### config.mk
export PLATFORM = sky130hd
export DESIGN_NAME = inv_bank
export DESIGN_NICKNAME = d
export VERILOG_FILES = /design/src/rtl/inv_bank.sv
export SDC_FILE = /design/constraint.sdc
export NUM_CORES = 1
export LEC_CHECK = 0
export BUFFER_PORTS_ARGS = -buffer_cell sky130_fd_sc_hd__buf_4
export CAP_MARGIN = 10
export CORE_ASPECT_RATIO = 1.75
export CORE_UTILIZATION = 56
export DETAILED_ROUTE_END_ITERATION = 7
export PLACE_DENSITY_LB_ADDON = 0.1
export SLEW_MARGIN = 10
export SYNTH_ARGS = -nofsm -noshare
export SYNTH_HDL_FRONTEND = slang
export SYNTH_SLANG_ARGS = --single-unit
### constraint.sdc
create_clock -name clk -period 5.6 [get_ports clk]
set_clock_uncertainty 0.05 [all_clocks]
set_input_delay 1.4 -clock clk [delete_from_list [all_inputs] [get_ports clk]]
set_output_delay 1.4 -clock clk [all_outputs]
set_load 0.1 [all_outputs]
### src/rtl/inv_bank.sv
// Per-channel invert/pass-through bank feeding a DEPTH-entry valid/ready FIFO.
// Optional macro INV_BANK_PARITY_EN adds out_par (per-channel even parity stored with each word).
module inv_bank #(
   parameter int WIDTH = 8,
   parameter int CH    = 2,
   parameter int DEPTH = 4
) (
   input  logic                       clk,
   input  logic                       rst_n,
   input  logic                       mode_we,
   input  logic [CH-1:0]              mode_din,
   output logic [CH-1:0]              mode_q,
   input  logic                       flush,
   input  logic                       in_valid,
   output logic                       in_ready,
   input  logic [CH*WIDTH-1:0]        in_data,
   output logic                       out_valid,
   input  logic                       out_ready,
   output logic [CH*WIDTH-1:0]        out_data,
`ifdef INV_BANK_PARITY_EN
   output logic [CH-1:0]              out_par,
`endif
   output logic [$clog2(DEPTH+1)-1:0] level
);

   localparam int DW = CH * WIDTH;
   localparam int PW = $clog2(DEPTH);
   localparam int LW = $clog2(DEPTH + 1);
`ifdef INV_BANK_PARITY_EN
   localparam int EW = DW + CH;
`else
   localparam int EW = DW;
`endif

   logic [CH-1:0] r_mode;
   logic [LW-1:0] r_level;
   logic [PW-1:0] r_wr_ptr;
   logic [PW-1:0] r_rd_ptr;
   logic [EW-1:0] r_head;
   logic [EW-1:0] r_mem [DEPTH];

   logic [DW-1:0] w_word;
   logic [EW-1:0] w_entry;
   logic [EW-1:0] w_head_nxt;
   logic [PW-1:0] w_rd_nxt;
   logic          w_push;
   logic          w_pop;
   logic          w_head_ld;

   always_comb begin
      w_word = '0;
      for (int i = 0; i < CH; i++) begin
         w_word[i*WIDTH +: WIDTH] = r_mode[i] ? ~in_data[i*WIDTH +: WIDTH]
                                              :  in_data[i*WIDTH +: WIDTH];
      end
   end

`ifdef INV_BANK_PARITY_EN
   logic [CH-1:0] w_par;
   always_comb begin
      w_par = '0;
      for (int i = 0; i < CH; i++) begin
         w_par[i] = ^w_word[i*WIDTH +: WIDTH];
      end
   end
   assign w_entry = {w_par, w_word};
   assign out_par = r_head[EW-1:DW];
`else
   assign w_entry = w_word;
`endif

   // Flush discards any handshake in the same cycle.
   assign w_push   = in_valid && in_ready && !flush;
   assign w_pop    = out_valid && out_ready && !flush;
   assign w_rd_nxt = r_rd_ptr + 1'b1;

   // The head register mirrors the FIFO head so out_data holds its last value once empty.
   always_comb begin
      w_head_ld  = 1'b0;
      w_head_nxt = w_entry;
      if (w_push && ((r_level == '0) || (w_pop && (r_level == LW'(1))))) begin
         w_head_ld = 1'b1;
      end else if (w_pop && (r_level > LW'(1))) begin
         w_head_ld  = 1'b1;
         w_head_nxt = r_mem[w_rd_nxt];
      end
   end

   always_ff @(posedge clk or negedge rst_n) begin
      if (!rst_n) begin
         r_mode   <= '0;
         r_level  <= '0;
         r_wr_ptr <= '0;
         r_rd_ptr <= '0;
         r_head   <= '0;
      end else begin
         if (mode_we) r_mode <= mode_din;
         if (flush) begin
            r_level  <= '0;
            r_wr_ptr <= '0;
            r_rd_ptr <= '0;
         end else begin
            if (w_push) r_wr_ptr <= r_wr_ptr + 1'b1;
            if (w_pop)  r_rd_ptr <= w_rd_nxt;
            case ({w_push, w_pop})
               2'b10:   r_level <= r_level + 1'b1;
               2'b01:   r_level <= r_level - 1'b1;
               default: r_level <= r_level;
            endcase
            if (w_head_ld) r_head <= w_head_nxt;
         end
      end
   end

   always_ff @(posedge clk) begin
      if (w_push) r_mem[r_wr_ptr] <= w_entry;
   end

   assign mode_q    = r_mode;
   assign level     = r_level;
   assign in_ready  = (r_level != LW'(DEPTH));
   assign out_valid = (r_level != '0);
   assign out_data  = r_head[DW-1:0];

endmodule
=== Word-level counts from Yosys, hierarchy flattened ===
Memory sizes are Yosys's and may differ from the RTL's.
Index checks and enable logic that the tools add are counted.

* Flip-flop bits (word level): 25
* RAM bits: 64
* Input port bits: 24
* Output and inout bits: 23
* Word-level logic and storage cells: 47
* Memories: 1

* Add/sub/neg operators: 4
* Order comparisons: 1
* Eq/ne operators: 4
* Muxes and demuxes: 14
* Bitwise gates (word level): 3
* Reductions and logical operators: 15

{| class="wikitable"
|+ Memories
! name !! depth !! width !! read ports !! clocked after memory_dff !! wr ports !! RTL line !! RTL
|-
| r_mem || 4 || 16 || 1 || 0 || 1 || 40 || <nowiki>logic [EW-1:0] r_mem [DEPTH];</nowiki>
|}

{| class="wikitable"
|+ Operators by type and width
! cell !! count
|-
| $mux 16 || 2
|-
| $mux 8 || 2
|-
| $not 8->8 || 2
|-
| $mux 2 || 4
|-
| $logic_and 1x1->1 || 7
|-
| $pmux 3 s2 || 1
|-
| $reduce_bool 3->1 || 2
|-
| $add 2x1->2 const B || 2
|-
| $mux 1 || 4
|-
| $reduce_bool 2->1 || 2
|-
| $add 3x1->3 const B || 1
|-
| $eq 3x1->1 const B || 1
|-
| $gt 3x1->1 const B || 1
|-
| $logic_not 3->1 || 1
|-
| $mux 3 || 1
|-
| $ne 3x3->1 const B || 1
|-
| $sub 3x1->3 const B || 1
|-
| $eq 2x1->1 const B || 1
|-
| $eq 2x2->1 const B || 1
|-
| $reduce_and 2->1 || 1
|-
| $logic_not 1->1 || 1
|-
| $logic_or 1x1->1 || 1
|-
| $not 1->1 || 1
|}

=== Longest topological paths before layout ===
* Word-level depth: 8
* Gate-level depth with buffers: 7
* Depth with buffers taken out: 6

=== Worst setup path after synthesis ===
Ideal clock, no wire load.

* Path type: register to output
* Start point: register r_level[1], in the netlist level[1]
* End point: output port in_ready
* Arrival time: 2.179 ns
* Path slack: 1.971 ns
* Cell stages (with the launch flop): 4
* Buffers on the path: 0
* Path through: dfrtp_1 inv_1 ha_1 nand2_1

* Word-level cells in the longest chain between the ends: 1

{| class="wikitable"
|+ RTL lines
! what !! RTL line !! RTL
|-
| start, declared || 36 || <nowiki>logic [LW-1:0] r_level;</nowiki>
|-
| start signal, assigned || 106 || <nowiki>2'b10: r_level <= r_level + 1'b1;</nowiki>
|-
| start signal, assigned || 107 || <nowiki>2'b01: r_level <= r_level - 1'b1;</nowiki>
|-
| start signal, assigned || 108 || <nowiki>default: r_level <= r_level;</nowiki>
|-
| $ne 3x3->1 || 121 || <nowiki>assign in_ready = (r_level != LW'(DEPTH));</nowiki>
|-
| end, declared || 15 || <nowiki>output logic in_ready,</nowiki>
|}

No other way between the ends.

=== Final worst setup path ===
* Start point: register r_level[1], in the netlist level[1]
* End point: output port out_valid

* Word-level cells in the longest chain between the ends: 1

{| class="wikitable"
|+ RTL lines
! what !! RTL line !! RTL
|-
| $reduce_bool 3->1 || 122 || <nowiki>assign out_valid = (r_level != '0);</nowiki>
|-
| end, declared || 17 || <nowiki>output logic out_valid,</nowiki>
|}

No other way between the ends.

==> run metrics <==
Horiz. Die Dim=64.93 µm; crit path launch type=register; cells along the critical path=inv_1 > ha_1 > nand2b_4 > buf_4; Worst setup EP type=output pin; Tot Pwr=2.602 mW; Least-Margin Pin Slew=1.106 ns; Pleak=1.698 nW; max incr delay on CP=0.46 ns; Via-to-Cell Ratio=5.698; worst setup margin=2.492 ns; vias in the first global route=2101; initial antenna violation count=0; Vias=2000; CTS clock-pin slew for the worst setup and hold paths=0.06 ns; I/O pins=47; Core ar.=0.006588 mm²; CP Data Required Time=4.15 ns; pre-CTS setup slack=2.432 ns; largest net degree at the start of global routing=26; Top delay family on crit path=flip-flops; postcts setup bufs=0; status=completed; die area=0.007281 mm²; syn_area_per_cell=17.64 µm²; Async SR Flop Fraction=0.2809; crit-path max FO=6; Tcrit/Tclk final=0.5551; data arrival time of the critical path=1.66 ns; H-tree levels=3; fill count=465; Total Negative Setup Slacks=0 ns; Tot GR Track Use=0.2267; Unique masters post-synth=34; Final setup viols=0; Layout Area Growth over Synthesis=16.31%; Initial Utilization=0.5892; post-synth net total=252; Die Y=112.1 µm; CP max stage cell=dfrtp_1; maximum clock insertion buffer count=2; WL final=7.207 mm; Post-synth EDFFs=64; Starting DRT DRC Count=132; Top FF cell, synth=edfxtp_1; worst-skew pair later-pin latency=0.33 ns; sequential-to-total area share from yosys stat=0.6564; synthesized cell area=0.003881 mm²; cell count after synthesis=220; port bufs=46; VDD IR-drop max=0.4769 mV; DRT Pass-1 Iters=4; commonest cells after routing, fill and taps aside=64 x edfxtp_1, 46 x buf_4, 25 x dfrtp_1; Final Critical Period=3.108 ns; Hold Vio Cnt, Final=0; Residual DRC=0; CP bufs+invs=2; RSZ-0062 raised after global routing=false; clock sink total=89; Hold Buf Count CTS=0; Yosys warnings=0; max_cap viols=0; fmax=321.7 MHz; Hold Crit Class=register to register; DR WL/cell=20.53 µm; global-route wire length before repair=11.47 mm; final instance area=0.004514 mm²; layout cells sized above 1=0.3086; Final ANT Viol Nets=0; CTS root buf=clkbuf_16; commonest non-fill, non-tap cell in the layout=edfxtp_1; number of synthesized register bits=89; Congestion Overflow GR=0; Resized Gates After CTS=0; Layout Nets=296; Post-DP HPWL=4.772 mm; diodes inserted=0; CTS buffer count=9; GPL Wtd Cong=0.6854; Rows=39; Slew Limit Headroom=0.2628; Crit Path Class=register to output pin; pwr dens=576.3 mW/mm²; CTS tree=done; placed cell areas=0.004217 mm²; max-slew violation count=0
## power by group
| part | switching (mW) | internal (mW) |
|---|---|---|
| logic | 0.769 | 0.310 |
| clock network | 0.219 | 0.365 |
| registers | 0.113 | 0.826 |
| total | 1.10 | 1.50 |
## per-stage QoR
stage | cells | hold slack, ns | util
floorplan | 220 | 0.4895 | -
global placement | 335 | 0.4533 | 0.6401
detailed placement | 335 | 0.4579 | 0.6401
CTS | 351 | 0.4678 | 0.6853
global route | 351 | 0.4909 | 0.6853
finish | 351 | 0.4699 | 0.6853
## sequential cells by signal, indices dropped and copies added, names as in the netlist
| register | cells |
|---|---|
| r_mem | 64 |
| level | 3 |
| out_data | 16 |
| mode_q | 2 |
| r_rd_ptr | 2 |
| r_wr_ptr | 2 |
## path summary, 6_finish.rpt
kind	from	end	slack, ns	cells after the start
setup / recovery	level[1]$_DFFE_PN0P_	out_valid	2.49	4
hold / removal	out_data[14]$_DFFE_PN0P_	out_data[14]$_DFFE_PN0P_	0.47	1
setup reg to reg	level[1]$_DFFE_PN0P_	out_data[12]$_DFFE_PN0P_	3.09	6
hold reg to reg	out_data[14]$_DFFE_PN0P_	out_data[14]$_DFFE_PN0P_	0.47	1
max in group asynchronous	rst_n	out_data[12]$_DFFE_PN0P_	4.31	1
min in group asynchronous	rst_n	out_data[14]$_DFFE_PN0P_	0.93	1
## Yosys cell counts (all sizes together), types with 2 or more instances
cell	instances	share of area
edfxtp	64	0.50
dfrtp	25	0.16
nor2b	17	0.028
xor2	17	0.038
mux4	16	0.097
a221o	15	0.039
buf	12	0.028
ha	8	0.026
and2	6	0.010
inv	6	0.0058
a21oi	4	0.0052
nor2	4	0.0039
xnor2	4	0.0090
mux2	3	0.0087
nand2	3	0.0029
nand2b	2	0.0071
nand3	2	0.0026
o21ai	2	0.0026
## logic make-up after synthesis
kind of cell / share of synthesized area
flip-flops: 0.6563
AND/OR/NAND/NOR: 0.05900
AO/OA/AOI/OAI: 0.06577
XOR/XNOR: 0.04739
multiplexers: 0.1080
buffers and inverters: 0.03481
adder cells (fa/ha/maj): 0.02869
## area by class of cell
class / count / area, µm² / area share
clock buffers: 12 / 256.5 / 0.05682
inverters: 6 / 22.52 / 0.004989
repair buffers: 46 / 345.3 / 0.07650
well taps: 82 / 102.6 / 0.02273
clock inverters: 4 / 41.29 / 0.009146
multi-input cells: 112 / 1199 / 0.2655
flip-flops and latches: 89 / 2547 / 0.5643
## metal layers
layer | up-vias | global-route usage | wire, µm
met4 | 0 | 0.08889 | 46
li1 | 931 | - | -
met1 | 1027 | 0.2898 | 3059
met3 | 2 | 0.05589 | 194
met5 | - | 0 | 0
met2 | 40 | 0.3688 | 3906
Power figures use the tool's default switching activity.
